<file path="src/rtl/rxfifo.sv">
// -----------------------------------------------------------------------------
// rxfifo - receive-side buffer of the SSP block.
//
// Bytes from the receive logic (one per rx_valid strobe) are stored in a
// circular buffer of 2**ADDR_W entries. The bus drains it through APB-style
// reads (PSEL high, PWRITE low, no PENABLE phase), with read data registered
// onto PRDATA one cycle after the sampling edge. SSPRXINTR is high while the
// buffer is full.
//
// Optional feature, macro RXFIFO_OVERRUN_EN:
//   defined   - SSPRXOVR is a sticky flag, set when a byte is dropped because
//               the buffer is full and not being read, cleared by a
//               successful read or by CLEAR_B.
//   undefined - SSPRXOVR is tied low and no flop is built.
// The port list is identical in both builds.
// -----------------------------------------------------------------------------
module rxfifo #(
  parameter int DATA_W = 8,
  parameter int ADDR_W = 2
) (
  input  logic              PCLK,
  input  logic              CLEAR_B,
  input  logic              PSEL,
  input  logic              PWRITE,
  input  logic              rx_valid,
  input  logic [DATA_W-1:0] RxData,
  output logic [DATA_W-1:0] PRDATA,
  output logic              rx_empty,
  output logic              SSPRXINTR,
  output logic              SSPRXOVR
);

  localparam int DEPTH = 1 << ADDR_W;

  // Occupancy value meaning "every entry in use".
  localparam logic [ADDR_W:0] FULL_CNT = {1'b1, {ADDR_W{1'b0}}};

  logic [DATA_W-1:0] mem [DEPTH];
  logic [ADDR_W-1:0] wr_ptr;
  logic [ADDR_W-1:0] rd_ptr;
  logic [ADDR_W:0]   count;
  logic [ADDR_W:0]   count_nxt;

  logic rd_en;
  logic is_empty;
  logic is_full;
  logic do_rd;
  logic do_wr;

  // Both flags decode the registered occupancy only, so they never glitch.
  assign is_empty = (count == '0);
  assign is_full  = (count == FULL_CNT);

  // A read is any selected non-write cycle; only a non-empty read pops.
  assign rd_en = PSEL & ~PWRITE;
  assign do_rd = rd_en & ~is_empty;

  // A full buffer still accepts a byte when the same edge frees an entry.
  assign do_wr = rx_valid & (~is_full | do_rd);

  assign rx_empty  = is_empty;
  assign SSPRXINTR = is_full;

  // Next occupancy: up on write only, down on read only, else unchanged.
  always_comb begin
    // NOTE: the default comes first so every path assigns count_nxt and no
    // latch is inferred when neither case arm matches.
    count_nxt = count;
    case ({do_wr, do_rd})
      2'b10:   count_nxt = count + 1'b1;
      2'b01:   count_nxt = count - 1'b1;
      default: count_nxt = count;
    endcase
  end

  // Storage array: cleared on reset, written at wr_ptr on an accepted byte.
  always_ff @(posedge PCLK) begin
    if (!CLEAR_B) begin
      // NOTE: the storage is cleared on reset as well as the pointers, so
      // nothing written before CLEAR_B can reappear afterwards.
      for (int i = 0; i < DEPTH; i++) begin
        mem[i] <= '0;
      end
    end else if (do_wr) begin
      // NOTE: sequential state uses non-blocking assignments so every flop
      // samples pre-edge values regardless of statement order.
      mem[wr_ptr] <= RxData;
    end
  end

  // Pointers and occupancy; pointers wrap naturally at the array depth.
  always_ff @(posedge PCLK) begin
    if (!CLEAR_B) begin
      wr_ptr <= '0;
      rd_ptr <= '0;
      count  <= '0;
    end else begin
      if (do_wr) begin
        wr_ptr <= wr_ptr + 1'b1;
      end
      if (do_rd) begin
        rd_ptr <= rd_ptr + 1'b1;
      end
      count <= count_nxt;
    end
  end

  // Registered read data: oldest entry on a pop, zero on an empty read,
  // held otherwise. There is no bypass from RxData.
  always_ff @(posedge PCLK) begin
    if (!CLEAR_B) begin
      PRDATA <= '0;
    end else if (rd_en) begin
      PRDATA <= do_rd ? mem[rd_ptr] : '0;
    end
  end

`ifdef RXFIFO_OVERRUN_EN
  logic ovr_q;

  // Sticky overrun: set when a byte is dropped (full and not being read),
  // cleared by a successful pop. A read while full prevents the drop, so the
  // set and clear conditions never coincide.
  always_ff @(posedge PCLK) begin
    if (!CLEAR_B) begin
      ovr_q <= 1'b0;
    end else if (rx_valid & is_full & ~rd_en) begin
      ovr_q <= 1'b1;
    end else if (do_rd) begin
      ovr_q <= 1'b0;
    end
  end

  assign SSPRXOVR = ovr_q;
`else
  assign SSPRXOVR = 1'b0;
`endif

endmodule

</file>
<file path="config.mk">
export PLATFORM = sky130hd
export DESIGN_NAME = rxfifo
export DESIGN_NICKNAME = d
export VERILOG_FILES = /design/src/rtl/rxfifo.sv
export SDC_FILE = /design/constraint.sdc
export NUM_CORES = 1
export LEC_CHECK = 0
export BUFFER_PORTS_ARGS = -buffer_cell sky130_fd_sc_hd__buf_4
export CAP_MARGIN = 20
export CORE_MARGIN = 3
export CORE_UTILIZATION = 35
export DETAILED_ROUTE_END_ITERATION = 8
export PLACE_DENSITY_LB_ADDON = 0.12
export SLEW_MARGIN = 20
export SYNTH_ARGS = -nofsm -noshare
export SYNTH_HDL_FRONTEND = slang
export SYNTH_SLANG_ARGS = --single-unit
</file>
<file path="constraint.sdc">
create_clock -name PCLK -period 2.6 [get_ports PCLK]
set_input_delay 0.26 -clock PCLK [delete_from_list [all_inputs] [get_ports PCLK]]
set_output_delay 0.26 -clock PCLK [all_outputs]
set_load 0.05 [all_outputs]
</file>
==> results of run 1 <==
==> per-layer routing <==
metal	wire length [um]	share of wire (%)	vias to the layer above	GRT usage, %
li1	-	-	700	-
met3	171	3.8	4	2.62
met5	0	0	-	0
met4	38	0.84	0	3.45
met2	2490	55	32	23.8
met1	1840	40	685	15.5
==> stage by stage <==
| stage | instance area [sq um] | setup WS (ps) | hold WS, ps | power (W) | utilization (%) |
|---|---|---|---|---|---|
| floorplan | 2200 | 275 | 412 | 0.00109 | - |
| global placement | 2440 | 431 | 461 | 0.00116 | 40.7 |
| detailed placement | 2440 | 348 | 467 | 0.00117 | 40.7 |
| CTS | 2530 | 375 | 310 | 0.00162 | 42.2 |
| global route | 2530 | 212 | 334 | 0.00166 | 42.2 |
| finish | 2530 | 390 | 311 | 0.00159 | 42.2 |
==> power breakdown <==
group          internal, W  switching (W)
sequential        0.000886      0.0000295
clock             0.000190       0.000255
combinational    0.0000910       0.000142
total              0.00117       0.000426
==> cell type report <==
class / count / area share [%]
inverter: 6 / 0.892
clock inverter: 2 / 0.594
timing repair buffer: 27 / 8.02
tap: 75 / 3.71
clock buffer: 6 / 2.87
multi-input combinational: 115 / 32.4
sequential: 49 / 51.5
==> state kept, by name, indices dropped and copies added (netlist names), named ones only <==
signal / cells
wr_ptr: 2
PRDATA: 8
count: 3
mem: 32
rd_ptr: 2
==> critical path: stages, from the launching register on <==
cell	delay (ps)
sky130_fd_sc_hd__dfxtp_1	480
sky130_fd_sc_hd__nor3_2	130
sky130_fd_sc_hd__or3_1	380
sky130_fd_sc_hd__fa_1	420
sky130_fd_sc_hd__nor4b_1	350
sky130_fd_sc_hd__nor2_1	80
sky130_fd_sc_hd__a221oi_1	280
==> logic make-up (layout without fill, tap and decap cells) <==
| family | count (synthesis) | count (layout) | share of synthesized area [%] |
|---|---|---|---|
| mux | 10 | 10 | 9.12 |
| other cells | 1 | 1 | 0.171 |
| fa+ha+maj | 1 | 1 | 0.912 |
| flops | 49 | 49 | 59.3 |
| xor+xnor | 2 | 2 | 0.798 |
| buf+inv | 16 | 41 | 3.48 |
| simple gates | 72 | 72 | 15.6 |
| compound gates | 29 | 29 | 10.7 |
==> how the worst min path moves through the flow <==
stage	startpoint	end	slack, ps	depth (start not counted)
final	RxData[5]	mem[3][5]$_DFFE_PP_	310	3
after global routing	RxData[5]	mem[3][5]$_DFFE_PP_	330	3
after CTS	RxData[5]	mem[3][5]$_DFFE_PP_	310	3
after detailed placement	PRDATA[6]$_SDFFE_PN0P_	PRDATA[6]$_SDFFE_PN0P_	470	1
after global placement	PRDATA[6]$_SDFFE_PN0P_	PRDATA[6]$_SDFFE_PN0P_	460	1
after floorplan	CLEAR_B	wr_ptr[0]$_SDFFE_PN0P_	410	2
==> layout by cell type (no fill, tap or decap), types with 2 or more instances in the layout <==
| cell | instances |
|---|---|
| sky130_fd_sc_hd__nor2_1 | 36 |
| sky130_fd_sc_hd__edfxtp_1 | 32 |
| sky130_fd_sc_hd__buf_4 | 27 |
| sky130_fd_sc_hd__dfxtp_1 | 17 |
| sky130_fd_sc_hd__nand2_1 | 16 |
| sky130_fd_sc_hd__mux4_2 | 8 |
| sky130_fd_sc_hd__a22o_1 | 8 |
| sky130_fd_sc_hd__inv_1 | 6 |
| sky130_fd_sc_hd__o21ai_0 | 6 |
| sky130_fd_sc_hd__nor2b_1 | 5 |
| sky130_fd_sc_hd__clkbuf_8 | 5 |
| sky130_fd_sc_hd__o211ai_2 | 3 |
| sky130_fd_sc_hd__nand2b_1 | 3 |
| sky130_fd_sc_hd__a21oi_1 | 3 |
| sky130_fd_sc_hd__nor3_2 | 2 |
| sky130_fd_sc_hd__or3_1 | 2 |
| sky130_fd_sc_hd__mux2i_1 | 2 |
| sky130_fd_sc_hd__a221oi_1 | 2 |
| sky130_fd_sc_hd__clkinvlp_4 | 2 |
==> flow_results.org, run 1 <==
** Logic synthesis
- Synthesis produced a netlist whose cell count is 180.
- Count of warnings emitted by yosys :: 0
- Share of flip-flops with an asynchronous set or reset :: 0%
- Leading post-synthesis cells by cell area :: sky130_fd_sc_hd__edfxtp_1 (44%), sky130_fd_sc_hd__dfxtp_1 (15%), sky130_fd_sc_hd__mux4_2 (8.2%)
- The synthesized design contains 49 register bits.
- By count the netlist is led by sky130_fd_sc_hd__nor2_1 (36), sky130_fd_sc_hd__edfxtp_1 (32), sky130_fd_sc_hd__dfxtp_1 (17), sky130_fd_sc_hd__nand2_1 (16).
- Most used DFF post-synth :: sky130_fd_sc_hd__edfxtp_1
- Most common cell in the synthesized netlist :: sky130_fd_sc_hd__nor2_1
- The largest total area in the synthesized netlist belongs to sky130_fd_sc_hd__edfxtp_1.
- Netlist area before placement :: ~2200 sq um
- Number of distinct library cells after synthesis :: 40
- Seq/Total Area, Yosys :: between 50% and 60%
- When the netlist entered floorplanning its net count stood at slightly below 200.
- Share of the synthesized area in the top cell type :: a little over two fifths
- Average cell area after synthesis :: around 12 sq um
- Number of enable-type register cells in the synthesized netlist :: 32

** Drt
- The first detailed-routing pass took 4 iterations.
- In the final routed layout, each cell accounts on average for about 16 um.
- Wires add up to ~4500 um.
- Once detail routing completed, the nets flagged for antenna violations numbered 0.
- After detailed routing, the number of remaining DRC violations is 0.
- For this block, the via count after detailed routing is 1421.
- The first routing iteration left 57 violations.
- Mean number of vias per cell :: between 5 and 6

** Clocking
- H-tree levels :: 2
- Clock-pin slew was measured on the worst setup and hold paths at roughly 100 ps.
- The clock passes through at most 2 buffers.
- Clock latency on the worst-skew pair, taken at its later pin, is ~300 ps.
- The number of hold buffers added after CTS was 0.
- In this run the clock root is driven by a sky130_fd_sc_hd__clkbuf_8.
- Buffers inserted during clock tree synthesis total 5.
- Number of instances resized during post-cts repair :: 0
- CTS sink count :: 49
- Clock tree from TritonCTS :: built
- Count of buffers added by post-CTS timing repair for setup :: 0

** Outcome
- The flow ran to the end, and the final reports show no timing, DRC or antenna violations.

** STA
- Summed over all failing endpoints, the final setup total negative slack is 0 ps.
- The number of pins with negative max-slew slack in the final report came to 0.
- The smallest clock period supported by the final layout is computed as about 2200 ps.
- Final period utilization :: a little over four fifths
- The count of final hold-check violations came to 0.
- Final setup violation count :: 0
- Setup repair after global routing missed its margin :: no
- Worst clock skew :: about 11 ps
- Headroom to the max-slew limit came out at between 50 and 60%.
- Max Clock Freq :: 0.453 GHz
- Actual slew at the worst max-slew pin :: 728 ps

** Layout
- Total area of sequential cells :: 1300 sq um
- ANT cells :: 0
- The area growth from synthesis to layout is 15.0%.
- Final net count :: between 200 and 250
- Of the cells placed in the final design, the portion with a size suffix greater than 1 is around a quarter.
- Footprint of the multi-input gates :: ~820 sq um
- Counting the fill cells in the layout gives around 560.
- Leaving out filler cells and counting taps, the final layout contains 280.

** Setup path
- The worst setup path is captured at a register.
- In this run the worst setup path begins at count[0]$_SDFFE_PN0P_.
- In this run the worst setup path terminates at count[2]$_SDFFE_PN0P_.
- The endpoint identified for the worst register-to-register timing path is count[2]$_SDFFE_PN0P_.
- Critical path data required time :: approximately 2800 ps
- In this run the critical register-to-register path is launched from count[0]$_SDFFE_PN0P_.
- For the worst setup path, the data arrival time is 2410 ps.
- Register-to-register path setup slack :: ~390 ps
- Of all nets on the critical path, the largest fanout is 8.
- Startpoint types :: register
- Critical Setup Path Class :: register to register
- For the worst flop-to-flop path, the logic depth is 6.

** Placed design
- Once detailed placement completed, the half-perimeter wirelength came to 3110 um.
- The congestion estimate from routability-driven global placement came to ~0.8.
- Input and output buffers added on the ports amount to 22.
- Once placement completed, the tool counted placed cells totaling around 270.

** Pwr
- Standby leakage power :: 0.930 nW
- Dividing total power by cell area gives a power density of between 600 and 700 nW/um^2.
- VDD sags by at most ~0.00025 V.

** Global route
- Initial antenna violation count :: 0
- Via count of the first global-routing pass :: about 1.5k
- For this run the aggregate overflow at the end of global routing stands at 0.
- First-pass GRT wire length :: roughly 7200 um
- Entering global routing, the biggest net connects 22 pins.
- Global routing consumed, over all layers together, a little over an eighth of the routing resources.

** Die
- The die is between 80 and 90 um wide.
- Standard-cell rows :: 28
- Initial core utilization :: about 37%
- Floorplan core area :: 5990 sq um
- In this run the count of I/O pins placed on the die edge is 24.
- Die Y :: roughly 85 um
- The floorplan step defined a die boundary enclosing around 7300 sq um.

** Job
- Max-cap check violation count :: 0

** Min path
- In this run the worst hold path is classified as primary input to register.
(Power assumes the default switching activity.)
==> run 2: changes to the inputs <==
ABC_AREA = 1   (was not set)
clock period = 2.1 ns   (was 2.6 ns; I/O delays follow)
==> run 2 against run 1 <==
  * Clock power grew 20%
  * Critical path type unchanged
  * Via count grew 9.7%
  * Clock-buffer cell count is the same
  * Sequential cell count did not move
  * Worst hold slack worse by 110 ps
  * Core utilization fell by 0.16 points
  * Final cell count rose by 19%
==> flow_results.org, run 2 <==
** Setup path
- The worst register-to-register path has a depth of 10.
- Worst Path Arrival :: 2000 ps
- Register-to-register path setup slack :: ~300 ps
- The critical path is of the register to register type.
- The worst setup path is launched from a register.
- In this run the critical register-to-register path is captured at count[2]$_SDFFE_PN0P_.
- Tracing the worst setup path back leads to its startpoint at count[2]$_SDFFE_PN0P_.
- Critical path data required time :: between 2000 and 2500 ps
- STA classifies the critical path endpoint as a register.
- The worst register-to-register path begins at count[2]$_SDFFE_PN0P_.
- Worst Path Max Fanout :: 13

** Drt
- After the first detailed-routing iteration, the DRC count stood at between 100 and 150.
- Across all layers, the routed design uses around 1.6k vias.
- Remaining number of nets flagged by the antenna check after routing :: 0
- In the routed layout, each cell is associated on average with a via count of approximately 4.7.
- After detailed routing, the total wire length is approximately 4200 um.
- The first detailed-routing pass ran for 4 iterations.
- In the routed design, unresolved DRC markers number 0.
- After detailed routing, the average wire length per cell comes to around 13 um.

** Die
- The initial utilization of the core area, before any placement, comes to 36.7%.
- For this design the top-level I/O count stands at 24.
- From left edge to right edge, the die measures about 85 um.
- The initialized floorplan defines 28 standard-cell rows.
- Floorplan core area :: between 6000 and 7000 sq um
- Die Y :: 85.5 um
- Overall die area :: between 7000 and 8000 sq um

** Global route
- Maximum number of pins on one net before global-route repair :: 17
- met2 is the most crowded layer.
- The first global-routing pass estimated 7400 um of wire.
- The via count of the first global-routing pass came to roughly 1.5k.
- Met1 track utilization from global routing :: between 10% and 20%
- Global routing used a little over an eighth of the available tracks across all layers.
- Initial antenna violation count :: 0
- Met3 Use GR :: about 3.3%
- For this run, global-route usage on met2 was measured as between 10% and 20%.
- Congestion Overflow GR :: 0

** Layout
- In the final layout, the registers with the most flip-flops are mem x32, PRDATA x8, count x3.
- Counting the fill cells in the layout gives 614.
- Number of flip-flops in the largest register :: 32
- 0 antenna diodes ended up in the layout.
- Cells with a size suffix above 1 make up a little over a fifth of the layout.
- Summing all multi-input logic gate instances after layout gives approximately 750 sq um.
- Leaving out fill and tap cells, the most frequent cell in the layout is sky130_fd_sc_hd__nor2_1.
- Area added between synthesis and finish :: 14.5%
- Total area of sequential cells :: around 1300 sq um
- Final net count :: 270
- Most flop-heavy register :: mem
- Leaving out fill and tap cells, the most frequent cells in the layout are sky130_fd_sc_hd__nor2_1 (53), sky130_fd_sc_hd__edfxtp_1 (32), sky130_fd_sc_hd__buf_4 (28), sky130_fd_sc_hd__nand2_1 (25).

** Clocking
- Root buf cell :: sky130_fd_sc_hd__clkbuf_8
- In this run the number of H-tree levels came out at 2.
- Clock tree synthesis found a total of 49 sinks.
- Clk_lat worst skew :: around 300 ps
- In this run the deepest clock path goes through 2 buffers.
- Clock-pin slew was measured on the worst setup and hold paths at ~90 ps.
- Cts bufs inserted :: 5
- After clock tree synthesis, the repair step resized 0 gates.
- TritonCTS built the clock tree.

** STA
- Final period utilization :: a little under nine tenths
- Between clock sinks in the finished design, the worst skew comes to around 5.5 ps.
- The worst pin sits at a relative slew slack of a little over three fifths.
- Final hold analysis gives a worst-case slack of about 200 ps.
- The number of pins with negative max-slew slack in the final report was 0.
- At the pin with the least slew margin, the transition time is about 550 ps.
- Final setup violation count :: 0
- In the final timing run, aggregate negative setup slack is 0 ps.
- Min Clock Period, post-route :: approximately 1800 ps
- The count of final hold-check violations came to 0.
- Setup repair after global routing missed its margin :: no
- Based on the critical path, the design can be clocked at up to between 0.5 and 0.6 GHz.

** Logic synthesis
- Leading post-synthesis cells by cell area :: sky130_fd_sc_hd__edfxtp_1 (43%), sky130_fd_sc_hd__dfxtp_1 (15%), sky130_fd_sc_hd__nor2_1 (9.0%)
- In this run, synthesis produced a sequential element count of 49.
- Share of flip-flops with an asynchronous set or reset :: 0%
- Of the post-synthesis cell area, the dominant cell type holds a little over two fifths.
- The number of different library cells used by synthesis comes to 27.
- The synthesized design contains 32 enable-type register cells.
- After technology mapping, the gate count stands at approximately 230.
- The synthesized design spends more area on one cell type than any other, namely sky130_fd_sc_hd__edfxtp_1.
- Most used standard cells in the synthesized netlist :: sky130_fd_sc_hd__nor2_1 (53), sky130_fd_sc_hd__edfxtp_1 (32), sky130_fd_sc_hd__nand2_1 (25), sky130_fd_sc_hd__inv_1 (19), sky130_fd_sc_hd__o21ai_0 (19)
- Yosys printed 0 warnings.
- Summing every instance area after synthesis gives about 2200 sq um.
- Average cell area after synthesis :: a little under 10 sq um
- Most common cell in the synthesized netlist :: sky130_fd_sc_hd__nor2_1
- Seq/Total Area, Yosys :: 58.9%
- The most used flip-flop cell after synthesis is sky130_fd_sc_hd__edfxtp_1.
- Synthesized net count :: ~240

** Min path
- Worst hold path class :: primary input to register
- Number of cells on the worst hold path :: 3
- Worst Hold Path EP :: mem[3][3]$_DFFE_PP_
- Startpoint of the tightest hold check path :: RxData[3]

** Placed design
- Routability-driven placement finished with a final weighted congestion of roughly 0.77.
- In this run the tool buffered the top-level ports with 22 buffer cells.
- The wire-length estimate of the detail-placed layout is around 3100 um.

** Pwr
- Standby leakage power :: between 1 and 1.5 nW
- PD cells :: approximately 800 nW/um^2
- IR analysis of the VDD net gives a maximum drop of between 0.0002 and 0.0003 V.

** Outcome
- The flow ran to the end, and the final reports show no timing, DRC or antenna violations.

** Job
- Max-cap check violation count :: 0
[run 2: worst max-delay path by stage]
| stage | end | slack, ps |
|---|---|---|
| after global routing | count[2]$_SDFFE_PN0P_ | 140 |
| final | count[2]$_SDFFE_PN0P_ | 300 |
| after floorplan | mem[2][0]$_SDFFCE_PN0P_ | 290 |
| after global placement | mem[0][4]$_SDFFCE_PN0P_ | 110 |
| after detailed placement | mem[0][6]$_SDFFCE_PN0P_ | 90 |
| after CTS | mem[0][2]$_SDFFCE_PN0P_ | 90 |
[run 2: routing by layer]
metal | vias up | wire length (um)
met5 | - | 0
met4 | 0 | 75
met3 | 8 | 185
met2 | 34 | 1830
met1 | 720 | 2140
li1 | 797 | -
[run 2: final cells by class]
class,instances,share of cell area (%)
multi-input combinational,147,29.6
clock buffer,6,2.87
inverter,25,3.71
sequential,49,51.4
clock inverter,2,0.395
tap,75,3.71
timing repair buffer,28,8.30
[run 2: per-stage QoR]
step | instances | instance area (sq um) | power [W] | util [%] | setup WS [ps]
after floorplan | 229 | 2210 | 0.00138 | - | 295
after global placement | 322 | 2430 | 0.00148 | 40.4 | 109
after detailed placement | 322 | 2430 | 0.00148 | 40.4 | 92.1
after CTS | 330 | 2520 | 0.00201 | 41.8 | 93.1
after global routing | 332 | 2530 | 0.00210 | 42.0 | 141
final | 332 | 2530 | 0.00199 | 42.0 | 297
[run 2: power breakdown]
group | leakage (nW) | total (W) | switching [W] | internal (W)
logic | 0.567 | 0.000339 | 0.000233 | 0.000106
clock network | 0.0450 | 0.000535 | 0.000304 | 0.000231
registers | 0.472 | 0.00112 | 0.0000255 | 0.00109
[run 2: critical path: stages (launching register included)]
cell                      delay [ps]
sky130_fd_sc_hd__dfxtp_1         350
sky130_fd_sc_hd__inv_1            70
sky130_fd_sc_hd__nand2_1         100
sky130_fd_sc_hd__nand2_1         100
sky130_fd_sc_hd__inv_2           180
sky130_fd_sc_hd__nand2_2         120
sky130_fd_sc_hd__fa_1            410
sky130_fd_sc_hd__inv_1            70
sky130_fd_sc_hd__nand4_1         110
sky130_fd_sc_hd__a21oi_1         140
sky130_fd_sc_hd__nor2_1           50
[run 2: cell families after synthesis]
kind of cell,share of synthesized area [%]
flip-flops,58.9
AO/OA/AOI/OAI,11.7
AND/OR/NAND/NOR,21.1
buffers and inverters,7.24
adder cells (fa/ha/maj),0.906
other,0.170
[run 2: timing repair]
action / CTS / global route
hold buffers: 0 / 0
endpoints found under the setup margin: 0 / 8
setup buffers: 0 / 2
==> run 3: changes to the inputs <==
MAX_ROUTING_LAYER = met4   (was not set)
==> run 3 against run 2 <==
  * Global-route usage rose by 0.41 points
  * Core utilization did not move
  * Final cell count is the same
  * Largest power group unchanged
  * Worst hold slack got worse by 2.3 ps
  * Non-clock buffer count unchanged
  * Via count fell by 0.96%
  * Worst setup slack hardly changed
  * Sequential cell count unchanged
  * Total power grew 0.38%
==> flow_results.org, run 3 (same netlist as run 2, synthesis figures left out) <==
** STA
- The count of final hold-check violations was 0.
- Setup repair after global routing left no endpoint under its margin.
- Setup violations remaining at the end of the flow were counted as 0.
- The worst pin sits at a relative slew slack of a little over three fifths.
- Final slew viol count :: 0
- The worst path uses between 80 and 90% of the clock period.
- Adding up every negative setup slack in the final design gives 0 ps.
- Min Clock Period, post-route :: 1800 ps
- Worst clock skew :: around 9.5 ps
- For the pin with the worst max-slew slack, the measured transition is between 500 and 600 ps.
- Max Clock Freq :: between 0.5 and 0.6 GHz

** Layout
- Area added between synthesis and finish :: 14.5%
- Most flop-heavy register :: mem
- 0 antenna diodes ended up in the layout.
- Leaving out fill and tap cells, the most frequent cell in the layout is sky130_fd_sc_hd__nor2_1.
- Final net count :: 270
- Largest registers :: mem x32, PRDATA x8, count x3
- Commonest non-fill, non-tap cells in the layout :: sky130_fd_sc_hd__nor2_1 (53), sky130_fd_sc_hd__edfxtp_1 (32), sky130_fd_sc_hd__buf_4 (28), sky130_fd_sc_hd__nand2_1 (25)
- Proportion of layout cells with a drive suffix above 1 :: 21.8%
- Number of flip-flops in the largest register :: 32
- With fillers left out, the area of the finished cells amounts to ~2500 sq um.
- For this run, the share of the core covered by cells in the final layout is between 40% and 50%.

** Global route
- Entering global routing, the biggest net connects 17 pins.
- After global routing the overflow that remains totals 0.
- All-Layer GR Usage :: 13.4%
- First-pass GRT wire length :: approximately 7400 um
- The via count of the first global-routing pass is between 1k and 1.5k.
- Initial antenna violation count :: 0

** Die
- After floorplanning, the core was divided into 28 placement rows.
- The core region is between 6000 and 7000 sq um.
- For this design the top-level I/O count stands at 24.
- Overall die area :: between 7000 and 8000 sq um
- The floorplan step set the die width to between 80 and 90 um.
- Once the floorplan was initialized, standard cells occupied 36.7% of the core.
- Die Y :: about 85 um

** Pwr
- Sequential share of power :: between 50% and 60%
- The internal portion of the total power is roughly 0.0014 W.
- Combinational Power Share :: 17.0%
- After layout, the design draws a total of between 0.0015 and 0.002 W.
- Switching fraction of total power :: ~28%
- Worst vdd ir :: 0.000285 V
- Standby leakage power :: ~1.1 nW
- In this run the power density over the cells is between 700 and 800 nW/um^2.
- Of the total power, the clock network draws 27.1%.
- Switching pwr :: 0.000569 W

** Clocking
- Buffers inserted to repair hold after CTS numbered 0.
- Clk slew on worst S/H paths :: about 90 ps
- H-tree levels :: 2
- At the later pin of the worst-skew pair, clock insertion delay measures ~300 ps.
- Root buf cell :: sky130_fd_sc_hd__clkbuf_8
- Clock tree synthesis found a total of a little under 50 sinks.
- Clock tree from TritonCTS :: built
- The clock passes through at most 2 buffers.
- Cts bufs inserted :: 5

** Setup path
- The critical path starts at count[2]$_SDFFE_PN0P_.
- STA puts the critical path data required time at between 2000 and 2500 ps.
- Worst Path Arrival :: ~2000 ps
- STA classifies the critical path endpoint as a register.
- Startpoint types :: register
- By startpoint and endpoint, the worst setup path is classified as register to register.
- In this run the worst path has a maximum fanout of 13.
- The worst register-to-register path begins at count[2]$_SDFFE_PN0P_.

** Min path
- Startpoint of the tightest hold check path :: RxData[3]
- The min-delay analysis places its worst path in the category primary input to register.

** Placed design
- Sum of net half-perimeters after detailed placement :: a little over 3000 um
- Once placement finished, the instance area stood at 2430 sq um.
- In this run the tool buffered the top-level ports with 22 buffer cells.
- Placer's final routability congestion estimate :: about 0.78

** Drt
- Post-detailed-route DRC marker count :: 0
- Summed over all layers, the routed wires come to roughly 4200 um.
- Across all layers, the routed design uses around 1.5k vias.
- In this run, the number of DRC markers left after iteration 0 of detailed routing was 120.
- In the final routed layout, each cell accounts on average for 12.8 um.
- Remaining number of nets flagged by the antenna check after routing :: 0
- The first detailed-routing pass ran for 4 iterations.
- In the routed layout, each cell is associated on average with a via count of approximately 4.7.

** Outcome
- The flow ran to the end, and the final reports show no timing, DRC or antenna violations.

** Job
- Max-cap check violation count :: 0
## run 3: cell counts in the layout (fill, tap and decap cells not counted)
Identical to the previous run, type by type.
## run 3: final cells by class
type	count	area (sq um)
clock inverter	2	10.0
fill	614	3490
inverter	25	93.8
clock buffer	6	72.6
sequential	49	1300
timing repair buffer	28	210
multi-input combinational	147	749
tap	75	93.8
## run 3: repair_timing
| action | CTS | global route |
|---|---|---|
| setup endpoints to repair | 0 | 8 |
| resized for setup | 0 | 0 |
| setup buffers | 0 | 2 |
## run 3: path summary, 6_finish.rpt
check / to / slack (ps) / depth (start not counted)
hold reg to reg: PRDATA[7]$_SDFFE_PN0P_ / 470 / 2
setup / recovery: count[2]$_SDFFE_PN0P_ / 300 / 10
setup reg to reg: count[2]$_SDFFE_PN0P_ / 300 / 10
hold / removal: mem[3][3]$_DFFE_PP_ / 190 / 3
## run 3: through the flow
| stage | hold slack (ps) | instances | worst slack [ps] |
|---|---|---|---|
| 6_report | 194 | 332 | 297 |
| 3_3_place_gp | 454 | 322 | 109 |
| 2_1_floorplan | 389 | 229 | 295 |
| 3_5_place_dp | 457 | 322 | 92.1 |
| 4_1_cts | 192 | 330 | 93.1 |
| 5_1_grt | 198 | 332 | 141 |
## run 3: power groups by stage
| stage | Sequential (W) | Clock [W] | Combinational [W] |
|---|---|---|---|
| after detailed placement | 0.00114 | 0 | 0.000339 |
| after CTS | 0.00112 | 0.000556 | 0.000339 |
| after floorplan | 0.00115 | 0 | 0.000226 |
| final | 0.00112 | 0.000542 | 0.000339 |
| after global placement | 0.00114 | 0 | 0.000341 |
| after global routing | 0.00112 | 0.000599 | 0.000380 |
## run 3: worst max-delay path: stages, from the launching register on
cell,delay (ps)
sky130_fd_sc_hd__dfxtp_1,360
sky130_fd_sc_hd__inv_1,70
sky130_fd_sc_hd__nand2_1,100
sky130_fd_sc_hd__nand2_1,100
sky130_fd_sc_hd__inv_2,180
sky130_fd_sc_hd__nand2_2,120
sky130_fd_sc_hd__fa_1,410
sky130_fd_sc_hd__inv_1,70
sky130_fd_sc_hd__nand4_1,110
sky130_fd_sc_hd__a21oi_1,140
sky130_fd_sc_hd__nor2_1,50
## run 3: layer usage
layer,up-vias,wire [um],global-route usage [%]
met2,32,1820,19.3
met3,8,169,3.30
met1,706,2160,18.3
li1,798,-,-
met5,-,0,-
met4,0,82,5.04
